`src/rtl/pds_cycle_seq.sv`:
```
// pds_cycle_seq
//   Sequences a 68030 bus cycle aimed at the 68000 PDS into a correctly
//   phased 68000 address-strobe cycle. Actions are aligned to synchronized
//   C8M edges. The block latches the cycle direction, reports normal
//   termination to the glue stage, and requests a bus error when the SE
//   never terminates the cycle.
//
// Ports
//   cpuClock      in   primary clock; all state changes on its rising edge
//   pdsReset      in   asynchronous active-high reset
//   ncpuAs        in   68030 address strobe (active low)
//   cpuRnW        in   68030 read/write
//   cpuFC[2:0]    in   68030 function code (7 = CPU space, never forwarded)
//   pdsAddrSel    in   current address decodes to PDS space
//   pdsC8m        in   SE 8 MHz clock, asynchronous
//   npdsDtack     in   PDS DTACK (active low), asynchronous
//   cycle68Done   in   one-cycle pulse from the 6800 (VPA/VMA) termination logic
//   npdsAs        out  PDS address strobe value (active low)
//   pdsAsOe       out  tristate enable for npdsAs/npdsRnW
//   npdsRnW       out  latched PDS read/write
//   pdsTermPulse  out  one-cycle pulse on normal termination
//   busErrReq     out  bus-error request, held until the cycle recovers
//   cycleActive   out  high from ALIGN entry until the return to IDLE

module pds_cycle_seq #(
  parameter int unsigned SYNC_STAGES = 2,
  parameter int unsigned TIMEOUT_C8M = 200,
  parameter int unsigned TMO_WIDTH   = 8
) (
  input  logic       cpuClock,
  input  logic       pdsReset,
  input  logic       ncpuAs,
  input  logic       cpuRnW,
  input  logic [2:0] cpuFC,
  input  logic       pdsAddrSel,
  input  logic       pdsC8m,
  input  logic       npdsDtack,
  input  logic       cycle68Done,
  output logic       npdsAs,
  output logic       pdsAsOe,
  output logic       npdsRnW,
  output logic       pdsTermPulse,
  output logic       busErrReq,
  output logic       cycleActive
);

  typedef enum logic [2:0] {
    S_IDLE    = 3'd0,
    S_ALIGN   = 3'd1,
    S_ASSERT  = 3'd2,
    S_TERM    = 3'd3,
    S_RECOVER = 3'd4
  } state_t;

  // Synchronizers and history flops
  logic [SYNC_STAGES-1:0] c8m_sync_q, c8m_sync_d;
  logic [SYNC_STAGES-1:0] dtack_sync_q, dtack_sync_d;
  logic                   c8m_hist_q, c8m_hist_d;
  logic                   dtack_hist_q, dtack_hist_d;

  logic c8m_cur;
  logic c8m_rise;
  logic c8m_fall;
  logic dtack_n_s;

  // Sequencer state
  state_t                 state_q, state_d;
  logic                   npds_as_q, npds_as_d;
  logic                   as_oe_q, as_oe_d;
  logic                   rnw_q, rnw_d;
  logic                   term_pulse_q, term_pulse_d;
  logic                   bus_err_q, bus_err_d;
  logic                   active_q, active_d;
  logic [TMO_WIDTH-1:0]   tmo_q, tmo_d;
  logic [TMO_WIDTH-1:0]   tmo_next;

  logic pds_request;
  logic term_ok;
  logic timeout_hit;

  // Synchronizer next-state
  always_comb begin
    c8m_sync_d   = {c8m_sync_q[SYNC_STAGES-2:0], pdsC8m};
    dtack_sync_d = {dtack_sync_q[SYNC_STAGES-2:0], npdsDtack};
    c8m_hist_d   = c8m_sync_q[SYNC_STAGES-1];
    dtack_hist_d = dtack_sync_q[SYNC_STAGES-1];
  end

  assign c8m_cur  = c8m_sync_q[SYNC_STAGES-1];
  assign c8m_rise = ~c8m_hist_q &  c8m_cur;
  assign c8m_fall =  c8m_hist_q & ~c8m_cur;
  // DTACK is taken from its history flop so that it has the same latency as
  // the C8M edge strobes that sample it.
  assign dtack_n_s = dtack_hist_q;

  always_ff @(posedge cpuClock or posedge pdsReset) begin
    if (pdsReset) begin
      c8m_sync_q   <= '1;
      dtack_sync_q <= '1;
      c8m_hist_q   <= 1'b1;
      dtack_hist_q <= 1'b1;
    end else begin
      c8m_sync_q   <= c8m_sync_d;
      dtack_sync_q <= dtack_sync_d;
      c8m_hist_q   <= c8m_hist_d;
      dtack_hist_q <= dtack_hist_d;
    end
  end

  // Cycle qualification and termination conditions
  assign pds_request = ~ncpuAs & pdsAddrSel & (cpuFC != 3'h7);
  assign term_ok     = (c8m_fall & ~dtack_n_s) | cycle68Done;
  assign tmo_next    = tmo_q + TMO_WIDTH'(1);
  assign timeout_hit = c8m_rise & (tmo_next == TMO_WIDTH'(TIMEOUT_C8M));

  // Next-state and output logic
  always_comb begin
    state_d      = state_q;
    npds_as_d    = npds_as_q;
    as_oe_d      = as_oe_q;
    rnw_d        = rnw_q;
    term_pulse_d = 1'b0;
    bus_err_d    = bus_err_q;
    active_d     = active_q;
    tmo_d        = tmo_q;

    unique case (state_q)
      S_IDLE: begin
        if (pds_request) begin
          state_d  = S_ALIGN;
          rnw_d    = cpuRnW;
          active_d = 1'b1;
        end
      end

      S_ALIGN: begin
        // A CPU that gives up before the C8M fall gets no PDS cycle at all;
        // the abort takes priority over a coincident fall.
        if (ncpuAs) begin
          state_d  = S_IDLE;
          active_d = 1'b0;
        end else if (c8m_fall) begin
          state_d   = S_ASSERT;
          npds_as_d = 1'b0;
          as_oe_d   = 1'b1;
        end
      end

      S_ASSERT: begin
        if (c8m_rise) begin
          tmo_d = tmo_next;
        end
        // Termination beats a timeout landing on the same cycle; an abort
        // by the CPU suppresses any bus error.
        if (term_ok) begin
          state_d      = S_TERM;
          term_pulse_d = 1'b1;
        end else if (ncpuAs) begin
          state_d = S_TERM;
        end else if (timeout_hit) begin
          state_d   = S_TERM;
          bus_err_d = 1'b1;
        end
      end

      S_TERM: begin
        if (c8m_rise) begin
          state_d   = S_RECOVER;
          npds_as_d = 1'b1;
        end
      end

      S_RECOVER: begin
        as_oe_d = 1'b0;
        if (ncpuAs) begin
          state_d   = S_IDLE;
          bus_err_d = 1'b0;
          tmo_d     = '0;
          active_d  = 1'b0;
        end
      end

      default: begin
        state_d   = S_IDLE;
        npds_as_d = 1'b1;
        as_oe_d   = 1'b0;
        rnw_d     = 1'b1;
        bus_err_d = 1'b0;
        active_d  = 1'b0;
        tmo_d     = '0;
      end
    endcase
  end

  always_ff @(posedge cpuClock or posedge pdsReset) begin
    if (pdsReset) begin
      state_q      <= S_IDLE;
      npds_as_q    <= 1'b1;
      as_oe_q      <= 1'b0;
      rnw_q        <= 1'b1;
      term_pulse_q <= 1'b0;
      bus_err_q    <= 1'b0;
      active_q     <= 1'b0;
      tmo_q        <= '0;
    end else begin
      state_q      <= state_d;
      npds_as_q    <= npds_as_d;
      as_oe_q      <= as_oe_d;
      rnw_q        <= rnw_d;
      term_pulse_q <= term_pulse_d;
      bus_err_q    <= bus_err_d;
      active_q     <= active_d;
      tmo_q        <= tmo_d;
    end
  end

  assign npdsAs       = npds_as_q;
  assign pdsAsOe      = as_oe_q;
  assign npdsRnW      = rnw_q;
  assign pdsTermPulse = term_pulse_q;
  assign busErrReq    = bus_err_q;
  assign cycleActive  = active_q;

endmodule

```
`config.mk`:
```
export PLATFORM = sky130hd
export DESIGN_NAME = pds_cycle_seq
export DESIGN_NICKNAME = d
export VERILOG_FILES = /design/src/rtl/pds_cycle_seq.sv
export SDC_FILE = /design/constraint.sdc
export NUM_CORES = 1
export LEC_CHECK = 0
export CORE_AREA = 3 3 67 69
export CTS_BUF_LIST = sky130_fd_sc_hd__clkbuf_16
export CTS_CLUSTER_DIAMETER = 50
export DETAILED_ROUTE_END_ITERATION = 10
export DIE_AREA = 0 0 70 72
export DONT_BUFFER_PORTS = 1
export PLACE_DENSITY_LB_ADDON = 0.3
export SLEW_MARGIN = 30
export SYNTH_ARGS = -nofsm -noshare
export SYNTH_HDL_FRONTEND = slang
export SYNTH_SLANG_ARGS = --single-unit
```
`constraint.sdc`:
```
create_clock -name cpuClock -period 2.23 [get_ports cpuClock]
set_input_delay 0.446 -clock cpuClock [delete_from_list [all_inputs] [get_ports cpuClock]]
set_output_delay 0.446 -clock cpuClock [all_outputs]
set_load 0.05 [all_outputs]
```
==> reports/metrics.cfg <==
[clock_tree]
clk_path_buf_depth = 2
cts.clk_slew.worst_paths_ns = 0.06
htreeDepth = 1
cts_inserted_buffers = 3
cts_hold_buf = 0
cts_tree = yes
clkSinkCount = 23
postCtsSetupBuffers = 0
clock_latency_ns = 0.26
cts_resized = 0
cts_root_buf = clkbuf_16

[global_route]
grt_pass1_wl_mm = 4.17
grt_start_max_net_pins = 24
antenna_found_initial = 0
track_usage_pct = 10.4
grt-ovfl-total = 0
grt_pass1_vias = 870

[detailed_routing]
drcViolationCount = 0
dr_total_vias = 917
avgRoutedWirePerCell_um = 13.7
drt-vias-per-instance = 5.21
drt_iter0_markers = 68
first_pass_iters = 4
final_antenna_net_count = 0
routed_wl_mm = 2.42

[timing]
max_freq_mhz = 561
setup_violations = 0
hold_viol = 0
relSlewSlack_pct = 54.5
skew_ns = 0.00561
timing.final.max_slew_violations = 0
postLayoutSetupSlackWorst_ns = 0.449
fin_setup_tns_ns = 0
tightest_slew_ns = 0.683
rsz0062_at_grt = false
period_needed_ns = 1.78
fin_crit_sh_pct = 79.9

[worst_setup_path]
endpoint = state_q[0]$_DFFE_PP0P_
rrSetupSlack_ns = 0.45
critPathLaunchType = flip-flop
required_ns = 2.40
cp_max_fo = 8
setup.worst_path.start = tmo_q[0]$_DFFE_PP0P_
worstRegToRegCells = 5
r2r-start = tmo_q[0]$_DFFE_PP0P_
crit_type = reg2reg
reg2reg_to = state_q[0]$_DFFE_PP0P_
cp.arrival_ns = 1.95
crit_path_end_kind = flip-flop

[die]
die_y_um = 72
die-width_um = 70
die_area_um2 = 5040
core-area_um2 = 3970
num_rows = 23
pin_count = 17
start_util_pct = 29.6

[cells_and_area]
final_common_cell = dfrtp_1
nFillCells = 407
final_layout_size_suffix_gt1_share_pct = 11.1
n_antenna_cell = 0
stdcell_count = 176
areaGrowthSynthToFinish_pct = 11.9
fin_nets = 140
layout_common_cells = 15 x dfrtp_1, 13 x o21ai_0, 12 x nor2_1, 10 x nand2_1, 8 x dfstp_2

[synthesis]
synth_top_area_cell = dfrtp_1
yosysTopAreaCellShare_pct = 31.9
syn-num-nets = 137
syn_area_um2 = 1180
synth_area_leaders = dfrtp_1 32%, dfstp_2 18%, o21ai_0 5.5%
synth-seq-cells = 23
ys_types = 33
syn_area_per_cell_um2 = 9.48
synth_seq_area_share_pct = 49.8
ys_warn_count = 0
synthCells = 124

[power]
switching_share_pct = 41.3
p_int_uw = 933
netSwitchingPower_uw = 656
clkPwrFrac_pct = 24.1
vdd_drop_max_uv = 378
power_frac_comb_pct = 21.4
p_seq_share_pct = 54.5
power_density_nw_per_um2 = 1210
p_leak_uw = 0.000545

[worst_hold_path]
hold_class = in2async

[place]
post-place-ws_ns = 0.466
gp_congestion = 0.740
portBuffers = 0
place_hpwl_mm = 1.66
dp_cells = 172

[run]
maxCapViolations = 0

[status]
status = completed

-- registers in the layout, indices dropped and copies added (netlist names) --
name and flops:
busErrReq 1, c8m_hist_q 1, c8m_sync_q 2, cycleActive 1
dtack_hist_q 1, dtack_sync_q 2, npdsAs 1, npdsRnW 1
pdsAsOe 1, pdsTermPulse 1, state_q 3, tmo_q 8
-- how the worst min path moves through the flow --
stage                            startpoint                       to  slack, ns  depth (start not counted)
finish                             pdsReset      pdsAsOe$_DFFE_PP0P_       0.11                          2
global route                       pdsReset      pdsAsOe$_DFFE_PP0P_       0.14                          2
CTS                                pdsReset      pdsAsOe$_DFFE_PP0P_       0.13                          2
detailed placement  c8m_sync_q[0]$_DFF_PP1_  c8m_sync_q[1]$_DFF_PP1_       0.35                          0
global placement    c8m_sync_q[0]$_DFF_PP1_  c8m_sync_q[1]$_DFF_PP1_       0.35                          0
floorplan           c8m_sync_q[0]$_DFF_PP1_  c8m_sync_q[1]$_DFF_PP1_       0.35                          0
-- stage by stage --
step                      power (uW)  hold slack, ns  util, %  instance area (um^2)
after global placement          1200           0.346     31.2                  1240
final                           1590           0.112     33.1                  1320
after global routing            1690           0.142     33.1                  1320
after CTS                       1600           0.125     33.1                  1320
after floorplan                 1120           0.345        -                  1180
after detailed placement        1210           0.348     31.2                  1240
-- cell families (layout without fill, tap and decap cells) --
group | after synthesis | in the layout | share of synthesized area, %
AOI/OAI and AO/OA | 35 | 35 | 18.8
adders and majority gates | 2 | 2 | 2.13
buffers and inverters | 7 | 9 | 2.34
DFF | 23 | 23 | 49.8
muxes | 1 | 1 | 0.851
and+or+nand+nor | 56 | 56 | 26.1
-- power groups by stage --
stage               Clock [uW]  Combinational, uW  Sequential (uW)
floorplan                    0                322              796
global placement             0                331              867
detailed placement           0                340              871
CTS                        392                342              865
global route               412                383              893
finish                     383                340              866
-- per-layer routing --
metal / global-route usage, % / wire length, um / share of wire, %
met1: 13.8 / 1200 / 50
met2: 15.5 / 1060 / 44
met3: 1.80 / 77 / 3.2
met4: 7.02 / 80 / 3.3
met5: 0 / 0 / 0
-- final cells by class --
type | instances | area (um^2) | area share (%)
Sequential cell | 23 | 586 | 44.5
Timing Repair Buffer | 2 | 15.0 | 1.14
Inverter | 3 | 11.3 | 0.856
Clock buffer | 3 | 75.1 | 5.70
Tap cell | 50 | 62.6 | 4.75
Clock inverter | 1 | 3.75 | 0.285
Multi-Input combinational cell | 94 | 563 | 42.8
-- critical path, cell delays in order (launching register included) --
cell and delay (ns):
dfrtp_1 0.45, ha_1 0.28, or4b_1 0.47, o21ai_0 0.09
o2111ai_1 0.15, a41oi_1 0.25
-- Yosys cell counts --
| library cell | instances |
|---|---|
| a41oi_1 | 1 |
| nand3_1 | 5 |
| clkbuf_1 | 3 |
| dfstp_2 | 8 |
| a22oi_1 | 1 |
| buf_2 | 1 |
| or4b_1 | 1 |
| nor3b_1 | 1 |
| mux2i_1 | 1 |
| a221o_1 | 1 |
| nand2b_1 | 7 |
| nand2_1 | 10 |
| and4_1 | 1 |
| o31ai_1 | 5 |
| nor2b_1 | 3 |
| inv_1 | 3 |
| or3b_1 | 1 |
| and3_1 | 3 |
| dfrtp_1 | 15 |
| nand2b_4 | 1 |
| a32oi_1 | 2 |
| nand4b_1 | 1 |
| o2111ai_1 | 1 |
| o21ai_0 | 13 |
| nand3b_1 | 3 |
| o21bai_1 | 2 |
| nor3_1 | 6 |
| a21oi_1 | 7 |
| and2b_1 | 1 |
| a22o_1 | 1 |
| a21boi_0 | 1 |
| ha_1 | 2 |
| nor2_1 | 12 |
No activity file was read; power rests on OpenSTA's default activity.
